[config.mk]
export PLATFORM = sky130hd
export DESIGN_NAME = neuron_layer_engine
export DESIGN_NICKNAME = d
export VERILOG_FILES = /design/src/rtl/neuron_layer_pkg.sv /design/src/rtl/mac_unit.sv /design/src/rtl/piso_buffer.sv /design/src/rtl/sipo_buffer.sv /design/src/rtl/neuron_layer_engine.sv
export SDC_FILE = /design/constraint.sdc
export NUM_CORES = 1
export LEC_CHECK = 0
export CAP_MARGIN = 20
export CORE_ASPECT_RATIO = 1.4
export CORE_MARGIN = 4
export CORE_UTILIZATION = 55
export CTS_BUF_LIST = sky130_fd_sc_hd__clkbuf_8
export CTS_CLUSTER_DIAMETER = 30
export DETAILED_ROUTE_END_ITERATION = 10
export GPL_ROUTABILITY_DRIVEN = 0
export HOLD_SLACK_MARGIN = 0.06
export PLACE_DENSITY = 0.71
export SLEW_MARGIN = 20
export SYNTH_ARGS = -nofsm -noshare
export SYNTH_HDL_FRONTEND = slang
export SYNTH_SLANG_ARGS = --single-unit
[constraint.sdc]
create_clock -name CLK -period 9.85 [get_ports CLK]
set_input_delay 1.97 -clock CLK [delete_from_list [all_inputs] [get_ports CLK]]
set_output_delay 1.97 -clock CLK [all_outputs]
set_load 0.01 [all_outputs]
[src/rtl/neuron_layer_pkg.sv]
// Shared types and helpers for the neuron layer engine: FSM states,
// register-map address functions, accumulator sizing and saturation.
package neuron_layer_pkg;

    typedef enum logic [1:0] {
        IDLE,
        MAC,
        FIN,
        DONE_ST
    } state_t;

    typedef enum logic [1:0] {
        SAT_NONE,
        SAT_HIGH,
        SAT_LOW
    } sat_dir_t;

    function automatic int weight_addr(input int o, input int i, input int num_inputs);
        return o * num_inputs + i;
    endfunction

    function automatic int bias_addr(input int o, input int num_inputs, input int num_outputs);
        return num_outputs * num_inputs + o;
    endfunction

    function automatic int ctrl_addr(input int num_inputs, input int num_outputs);
        return num_outputs * (num_inputs + 1);
    endfunction

    // Full product width plus enough guard bits to sum every product without wrap.
    function automatic int acc_width(input int width, input int num_inputs);
        return 2 * width + $clog2(num_inputs) + 1;
    endfunction

    function automatic sat_dir_t saturate(input logic signed [63:0] value, input int width);
        logic signed [63:0] max_v;
        logic signed [63:0] min_v;
        max_v = (64'sd1 <<< (width - 1)) - 64'sd1;
        min_v = -(64'sd1 <<< (width - 1));
        if (value > max_v) begin
            return SAT_HIGH;
        end else if (value < min_v) begin
            return SAT_LOW;
        end
        return SAT_NONE;
    endfunction

endpackage

[src/rtl/mac_unit.sv]
// Signed fixed-point multiply-accumulate with bias add, rescale, saturation
// and optional ReLU. Keeps a sticky overflow flag for the current run.
module mac_unit
    import neuron_layer_pkg::*;
#(
    parameter int WIDTH      = 8,
    parameter int FRAC_BITS  = 5,
    parameter int NUM_INPUTS = 2
) (
    input  logic             clk,
    input  logic             rst,
    input  logic             clear,
    input  logic             acc_en,
    input  logic             fin,
    input  logic [WIDTH-1:0] weight,
    input  logic [WIDTH-1:0] operand,
    input  logic [WIDTH-1:0] bias,
    input  logic             relu_en,
    output logic [WIDTH-1:0] result,
    output logic             overflow
);

    localparam int ACC_W = acc_width(WIDTH, NUM_INPUTS);

    logic signed [ACC_W-1:0]   acc;
    logic signed [2*WIDTH-1:0] weight_ext;
    logic signed [2*WIDTH-1:0] operand_ext;
    logic signed [2*WIDTH-1:0] product;
    logic signed [ACC_W:0]     biased;
    logic signed [ACC_W:0]     scaled;
    sat_dir_t                  sat_dir;

    // NOTE: every combinational output gets a default at the top so no path
    // through the block leaves it unassigned, which would infer a latch.
    always_comb begin
        weight_ext  = {{WIDTH{weight[WIDTH-1]}}, weight};
        operand_ext = {{WIDTH{operand[WIDTH-1]}}, operand};
        product     = weight_ext * operand_ext;
        biased      = {acc[ACC_W-1], acc}
                    + ({{(ACC_W + 1 - WIDTH){bias[WIDTH-1]}}, bias} <<< FRAC_BITS);
        scaled      = biased >>> FRAC_BITS;
        sat_dir     = saturate({{(63 - ACC_W){scaled[ACC_W]}}, scaled}, WIDTH);
        result      = scaled[WIDTH-1:0];
        case (sat_dir)
            SAT_HIGH: result = {1'b0, {(WIDTH - 1){1'b1}}};
            SAT_LOW:  result = {1'b1, {(WIDTH - 1){1'b0}}};
            default:  result = scaled[WIDTH-1:0];
        endcase
        // ReLU acts on the already-saturated value.
        if (relu_en && result[WIDTH-1]) begin
            result = '0;
        end
    end

    // NOTE: sequential state is updated with non-blocking assignments so all
    // registers see pre-edge values regardless of statement order.
    always_ff @(posedge clk) begin
        if (rst || clear || fin) begin
            acc <= '0;
        end else if (acc_en) begin
            acc <= acc + {{(ACC_W - 2 * WIDTH){product[2*WIDTH-1]}}, product};
        end
    end

    always_ff @(posedge clk) begin
        if (rst || clear) begin
            overflow <= 1'b0;
        end else if (fin && (sat_dir != SAT_NONE)) begin
            overflow <= 1'b1;
        end
    end

endmodule

[src/rtl/piso_buffer.sv]
// Parallel-in serial-out buffer, MSB first, zero fill. A parallel load
// takes priority over a shift in the same cycle.
module piso_buffer #(
    parameter int WIDTH = 16
) (
    input  logic             clk,
    input  logic             rst,
    input  logic             load_en,
    input  logic [WIDTH-1:0] load_data,
    input  logic             shift_en,
    output logic             serial_out
);

    logic [WIDTH-1:0] data_q;

    always_ff @(posedge clk) begin
        if (rst) begin
            data_q <= '0;
        end else if (load_en) begin
            data_q <= load_data;
        end else if (shift_en) begin
            data_q <= {data_q[WIDTH-2:0], 1'b0};
        end
    end

    assign serial_out = data_q[WIDTH-1];

endmodule

[src/rtl/sipo_buffer.sv]
// Serial-in shift register with a parallel snapshot register, so a new
// vector can be shifted in while the snapshot feeds the datapath.
module sipo_buffer #(
    parameter int WIDTH = 16
) (
    input  logic             clk,
    input  logic             rst,
    input  logic             shift_en,
    input  logic             serial_in,
    input  logic             snapshot_en,
    output logic [WIDTH-1:0] snapshot
);

    logic [WIDTH-1:0] shift_q;

    always_ff @(posedge clk) begin
        if (rst) begin
            shift_q <= '0;
        end else if (shift_en) begin
            shift_q <= {shift_q[WIDTH-2:0], serial_in};
        end
    end

    always_ff @(posedge clk) begin
        if (rst) begin
            snapshot <= '0;
        end else if (snapshot_en) begin
            snapshot <= shift_q;
        end
    end

endmodule

[src/rtl/neuron_layer_engine.sv]
// Fully-connected layer engine: time-multiplexes one MAC over NUM_OUTPUTS
// neurons, with serial operand load, register-file parameters and serial results.
module neuron_layer_engine
    import neuron_layer_pkg::*;
#(
    parameter int NUM_INPUTS  = 2,
    parameter int NUM_OUTPUTS = 2,
    parameter int WIDTH       = 8,
    parameter int FRAC_BITS   = 5,
    parameter int ADDR_WIDTH  = 4
) (
    input  logic                  CLK,
    input  logic                  RST,
    input  logic                  WREQ,
    input  logic [ADDR_WIDTH-1:0] WADDR,
    input  logic [WIDTH-1:0]      WDATA,
    output logic                  WACK,
    input  logic                  LOAD_IN,
    input  logic                  LOAD_VALUE_IN,
    input  logic                  SHIFT_OUT,
    output logic                  SHIFT_VALUE_OUT,
    output logic                  READY,
    input  logic                  START,
    output logic                  DONE,
    output logic                  OVERFLOW
);

    localparam int IN_IDX_W  = (NUM_INPUTS > 1) ? $clog2(NUM_INPUTS) : 1;
    localparam int OUT_IDX_W = (NUM_OUTPUTS > 1) ? $clog2(NUM_OUTPUTS) : 1;

    state_t                 state;
    state_t                 next_state;
    logic [IN_IDX_W-1:0]    in_idx;
    logic [OUT_IDX_W-1:0]   out_idx;
    logic                   in_last;
    logic                   out_last;
    logic                   start_accept;

    logic [WIDTH-1:0]       weights [NUM_OUTPUTS][NUM_INPUTS];
    logic [WIDTH-1:0]       biases  [NUM_OUTPUTS];
    logic                   relu_en;
    logic [WIDTH-1:0]       results [NUM_OUTPUTS];

    logic [NUM_INPUTS*WIDTH-1:0]  operands;
    logic [NUM_OUTPUTS*WIDTH-1:0] out_word;
    logic [WIDTH-1:0]             cur_operand;
    logic [WIDTH-1:0]             mac_result;

    assign in_last  = (in_idx == IN_IDX_W'(NUM_INPUTS - 1));
    assign out_last = (out_idx == OUT_IDX_W'(NUM_OUTPUTS - 1));

    always_ff @(posedge CLK) begin
        if (RST) begin
            state <= IDLE;
        end else begin
            state <= next_state;
        end
    end

    always_comb begin
        next_state   = state;
        READY        = 1'b0;
        DONE         = 1'b0;
        start_accept = 1'b0;
        case (state)
            IDLE: begin
                READY        = 1'b1;
                start_accept = START;
                if (START) begin
                    next_state = MAC;
                end
            end
            MAC: begin
                if (in_last) begin
                    next_state = FIN;
                end
            end
            FIN: begin
                next_state = out_last ? DONE_ST : MAC;
            end
            DONE_ST: begin
                DONE       = 1'b1;
                next_state = IDLE;
            end
            default: next_state = IDLE;
        endcase
    end

    always_ff @(posedge CLK) begin
        if (RST) begin
            in_idx  <= '0;
            out_idx <= '0;
        end else begin
            case (state)
                IDLE: begin
                    if (START) begin
                        in_idx  <= '0;
                        out_idx <= '0;
                    end
                end
                MAC:     in_idx  <= in_last ? '0 : in_idx + IN_IDX_W'(1);
                FIN:     out_idx <= out_idx + OUT_IDX_W'(1);
                default: ;
            endcase
        end
    end

    always_ff @(posedge CLK) begin
        if (RST) begin
            WACK <= 1'b0;
        end else begin
            WACK <= WREQ;
        end
    end

    // NOTE: the register file is small and must read as zero after reset, so
    // it is built from resettable flops rather than an inferred RAM.
    always_ff @(posedge CLK) begin
        if (RST) begin
            for (int o = 0; o < NUM_OUTPUTS; o++) begin
                for (int i = 0; i < NUM_INPUTS; i++) begin
                    weights[o][i] <= '0;
                end
                biases[o] <= '0;
            end
            relu_en <= 1'b0;
        end else if (WREQ && (state == IDLE)) begin
            // Unmapped addresses match nothing below and are dropped.
            for (int o = 0; o < NUM_OUTPUTS; o++) begin
                for (int i = 0; i < NUM_INPUTS; i++) begin
                    if (WADDR == ADDR_WIDTH'(weight_addr(o, i, NUM_INPUTS))) begin
                        weights[o][i] <= WDATA;
                    end
                end
                if (WADDR == ADDR_WIDTH'(bias_addr(o, NUM_INPUTS, NUM_OUTPUTS))) begin
                    biases[o] <= WDATA;
                end
            end
            if (WADDR == ADDR_WIDTH'(ctrl_addr(NUM_INPUTS, NUM_OUTPUTS))) begin
                relu_en <= WDATA[0];
            end
        end
    end

    sipo_buffer #(
        .WIDTH(NUM_INPUTS * WIDTH)
    ) u_in_buf (
        .clk        (CLK),
        .rst        (RST),
        .shift_en   (LOAD_IN),
        .serial_in  (LOAD_VALUE_IN),
        .snapshot_en(start_accept),
        .snapshot   (operands)
    );

    assign cur_operand = operands[in_idx*WIDTH +: WIDTH];

    mac_unit #(
        .WIDTH     (WIDTH),
        .FRAC_BITS (FRAC_BITS),
        .NUM_INPUTS(NUM_INPUTS)
    ) u_mac (
        .clk     (CLK),
        .rst     (RST),
        .clear   (start_accept),
        .acc_en  (state == MAC),
        .fin     (state == FIN),
        .weight  (weights[out_idx][in_idx]),
        .operand (cur_operand),
        .bias    (biases[out_idx]),
        .relu_en (relu_en),
        .result  (mac_result),
        .overflow(OVERFLOW)
    );

    always_ff @(posedge CLK) begin
        if (RST) begin
            for (int o = 0; o < NUM_OUTPUTS; o++) begin
                results[o] <= '0;
            end
        end else if (state == FIN) begin
            results[out_idx] <= mac_result;
        end
    end

    // result[0] occupies the top word so it leaves the serial port first.
    always_comb begin
        out_word = '0;
        for (int o = 0; o < NUM_OUTPUTS; o++) begin
            out_word[(NUM_OUTPUTS-1-o)*WIDTH +: WIDTH] = results[o];
        end
    end

    piso_buffer #(
        .WIDTH(NUM_OUTPUTS * WIDTH)
    ) u_out_buf (
        .clk       (CLK),
        .rst       (RST),
        .load_en   (state == DONE_ST),
        .load_data (out_word),
        .shift_en  (SHIFT_OUT),
        .serial_out(SHIFT_VALUE_OUT)
    );

endmodule

==> results list <==
- Measured against its own limit, the worst slew margin works out to 33.5%.
* Async SR Flop Fraction: 0%
* Synthesis-stage register bit count: 138
* Layout Cells excl Fill: 1219
- CTS placed an instance of clkbuf_8 at the clock tree root.
- Kind of capture point of the worst setup path: register
- The worst register-to-register path ends at u_mac.acc[17]$_SDFFE_PP0P_.
* Clock latency reported for the late side of the worst-skew pair: 470 ps
- Fin crit period: 7290 ps
- The number of placed instances, taps included, is 1187.
* Post-synthesis cell area: 0.00940 sq mm
* TritonCTS buffer count: 17
- Flip-flop and latch area: 0.00340 sq mm
- Part of the cycle the worst path needs: 74.0%
* Final number of max-transition violations: 0
- Synthesis produced 987 cells.
* Yosys synthesis warning count: 0
- Adding up every negative setup slack in the final design gives 0 ps.
- Number of synthesized flops with an enable pin: 64
* Router iterations before antenna repair: 6
- The tightest min-delay check is of the register to register type.
- In this run the number of cells on the critical path is 27.
* Worst-case reg-to-reg path depth: 27
- Summed over all nets, the half-perimeter wirelength after detailed placement is 15400 microns.
* Largest net degree at the start of global routing: 60
- Dividing the detail-routed via count by the number of cells gives 5.67.
* Peak VDD IR: 116 uV
- Leading register cell type out of synthesis: dfxtp_1
- CP Class: register to register
* Number of different library cells in the post-synthesis netlist: 57
- TritonCTS built the clock tree.
- I/O pin total: 24
* Maximum cell stage delay along the critical path: 570 ps
- The die covers 0.0193 sq mm.
- The clock drives 138 sinks.
- The path with the worst hold slack has its endpoint at u_in_buf.snapshot[15]$_SDFFE_PP0P_.
* Routed vias: 6914
* Residual overflow from global routing: 0
- Setup repair after global routing left no endpoint under its margin.
- Clock tree buffer depth: 2
- Number of antenna violations at the first check in global routing: 0
- Port bufs: 23
- Post-Syn Nets: 1122
- In this run the standard cell core region covers 0.0167 sq mm.
- Worst-case register-to-register setup slack: 2560 ps
* GRT Total Usage: 21.8%
- Clock-pin slew was measured on the worst setup and hold paths at 100 ps.
- The count of nets left with antenna violations once routing finished came out at 0.
- First-pass GRT wire length: 33600 microns
- The detailed router finished its first iteration with 372 violations.
- Cell depth of the worst min-delay path: 2
* Area used by multi-input combinational logic: 0.00547 sq mm
- The analysis attributes to cell leakage a power of 4.41 nW.
- Remaining DRCs: 0
- 0 antenna diodes ended up in the layout.
- Buf/Inv on CP: 4
- The tightest hold path in the finished design has a slack of 462 ps.
- The number of hold-slack violations in the final timing report came to 0.
* Type of origin of the critical path: register
- STA puts the critical path data arrival time at 7670 ps.
- Max_cap viols: 0
- Die height: 163 microns
- On the critical path, the stage with the largest delay is an instance of o21ai_1.
- Among cell families on the critical path, the largest total delay comes from adder cells.
- The area growth from synthesis to layout is 8.85%.
* Sequential share of the synthesized area: 36.2%
- WL/cell: 16.6 microns
- Initial core utilization: 56.1%
- Number of gates resized after cts: 0
* Number of global-route vias before repair: 7032
- By instance count, the cell type seen most on the critical path is a21oi_1.
- Setup violations remaining at the end of the flow were counted as 0.
- CTS H-Tree Depth: 4
- Launch point of the worst hold path: u_in_buf.snapshot[15]$_SDFFE_PP0P_
- Timing-limited maximum frequency: 137 MHz
- Worst Path Required: 10230 ps
- Share of layout cells above drive strength 1: 7.87%
- Power density of the placed cells: 118 mW/mm^2
- Fill cells in the final layout number 1435.
- Hold_buf cts: 0
- Post-CTS timing repair inserted 0 buffers for setup.
- In this run the horizontal extent of the chip is 118 microns.
- The average instance in the mapped netlist occupies 9.53 sq um.
* Number of rows in the core area: 56
- Post-layout nets: 1138
- Clk_skew: 27.5 ps
* Largest fanout on the critical path: 24
* Final wirelength: 20300 microns
- Result of the run: completed
- At the pin with the least slew margin, the transition time is 994 ps.
## synth_stat cells, drive strengths merged, types with 3 or more instances
master,instances,share of area [%]
or3,4,0.27
nor4,4,0.43
inv,106,4.2
nor3,13,0.69
nand3,13,0.69
ha,59,7.9
a211oi,23,1.9
fa,57,12
dfxtp,74,16
a31oi,6,0.40
xor2,12,1.1
and3,7,0.47
mux2i,50,5.3
mux2,16,1.9
o21bai,8,0.64
o21ai,25,1.4
a21oi,72,3.8
clkbuf,27,1.1
and2,40,2.7
or4,4,0.36
o31ai,3,0.24
o21a,4,0.32
buf,6,0.28
xnor2,26,2.4
o211ai,5,0.51
nor2b,6,0.40
nor2,105,4.2
nand2b,5,0.33
edfxtp,64,20
or2,15,1.0
a21o,9,0.72
nand2,95,3.8
a211o,4,0.37
## area by class of cell
type	instances	share of cell area [%]
repair buffers	30	2.71
inverters	106	3.89
multi-input cells	710	53.5
well taps	203	2.48
flip-flops and latches	138	33.3
clock buffers	17	2.29
clock inverters	15	1.90
## worst min-delay path: stages (launching register included)
cell and delay [ps]:
dfxtp_1 320, nand2_1 50, a21oi_1 50
## registers in the layout, summed over array words and instances (netlist names), named ones only
name	flops
relu_en	1
out_idx	1
u_mac.acc	18
u_in_buf.snapshot	16
u_out_buf.data_q	16
in_idx	1
WACK	1
u_mac.overflow	1
results	16
weights	32
biases	16
state	2
u_in_buf.shift_q	16
## power by group
part / internal (W) / total [W] / switching (W) / leakage (nW)
clock network: 0.000197 / 0.000478 / 0.000281 / 0.212
logic: 0.0000400 / 0.000115 / 0.0000751 / 2.94
registers: 0.000612 / 0.000618 / 0.00000628 / 1.26
total: 0.000850 / 0.00121 / 0.000362 / 4.41
## worst max path at each step
| stage | start | to | slack [ps] |
|---|---|---|---|
| detailed placement | register | u_mac.acc[17]$_SDFFE_PP0P_ | 2630 |
| global placement | register | u_mac.acc[17]$_SDFFE_PP0P_ | 2720 |
| global route | register | u_mac.acc[17]$_SDFFE_PP0P_ | 2070 |
| CTS | register | u_mac.acc[17]$_SDFFE_PP0P_ | 2610 |
| finish | register | u_mac.acc[17]$_SDFFE_PP0P_ | 2560 |
| floorplan | register | u_mac.acc[17]$_SDFFE_PP0P_ | 3010 |
## layer usage
layer	up-vias	GRT usage [%]	routed length, microns
li1	3380	-	-
met1	3361	26.3	8660
met2	140	39.2	10500
met3	33	3.68	604
met4	0	7.75	525
met5	-	0	0
## stage by stage
stage	total power [W]	instance area (sq um)	worst slack, ps	utilization (%)
global route	0.00126	10200	2070	61.1
global placement	0.000745	9810	2720	58.6
finish	0.00121	10200	2560	61.1
CTS	0.00122	10200	2610	61.1
detailed placement	0.000746	9810	2630	58.6
floorplan	0.000708	9400	3010	-
## layout by cell type (no fill, tap or decap), types with 16 or more instances in the layout
master / netlist / routed
a211oi_1: 22 / 22
a21oi_1: 72 / 72
and2_1: 40 / 40
clkbuf_8: 0 / 17
clkdlybuf4s50_1: 0 / 22
dfxtp_1: 74 / 74
edfxtp_1: 64 / 64
fa_1: 57 / 57
ha_1: 59 / 59
inv_1: 106 / 106
mux2_2: 16 / 16
mux2i_1: 50 / 50
nand2_1: 95 / 95
nor2_1: 105 / 105
xnor2_1: 26 / 26
## cell families (layout without fill, tap and decap cells)
logic type	after synthesis	after routing	synth area share, %
flip-flops	138	138	36.2
AND/OR/NAND/NOR	319	319	16.0
multiplexers	66	66	7.24
AO/OA/AOI/OAI	171	171	11.5
buffers and inverters	139	168	5.59
adder cells (fa/ha/maj)	116	116	20.0
XOR/XNOR	38	38	3.54
(Power assumes the default switching activity.)
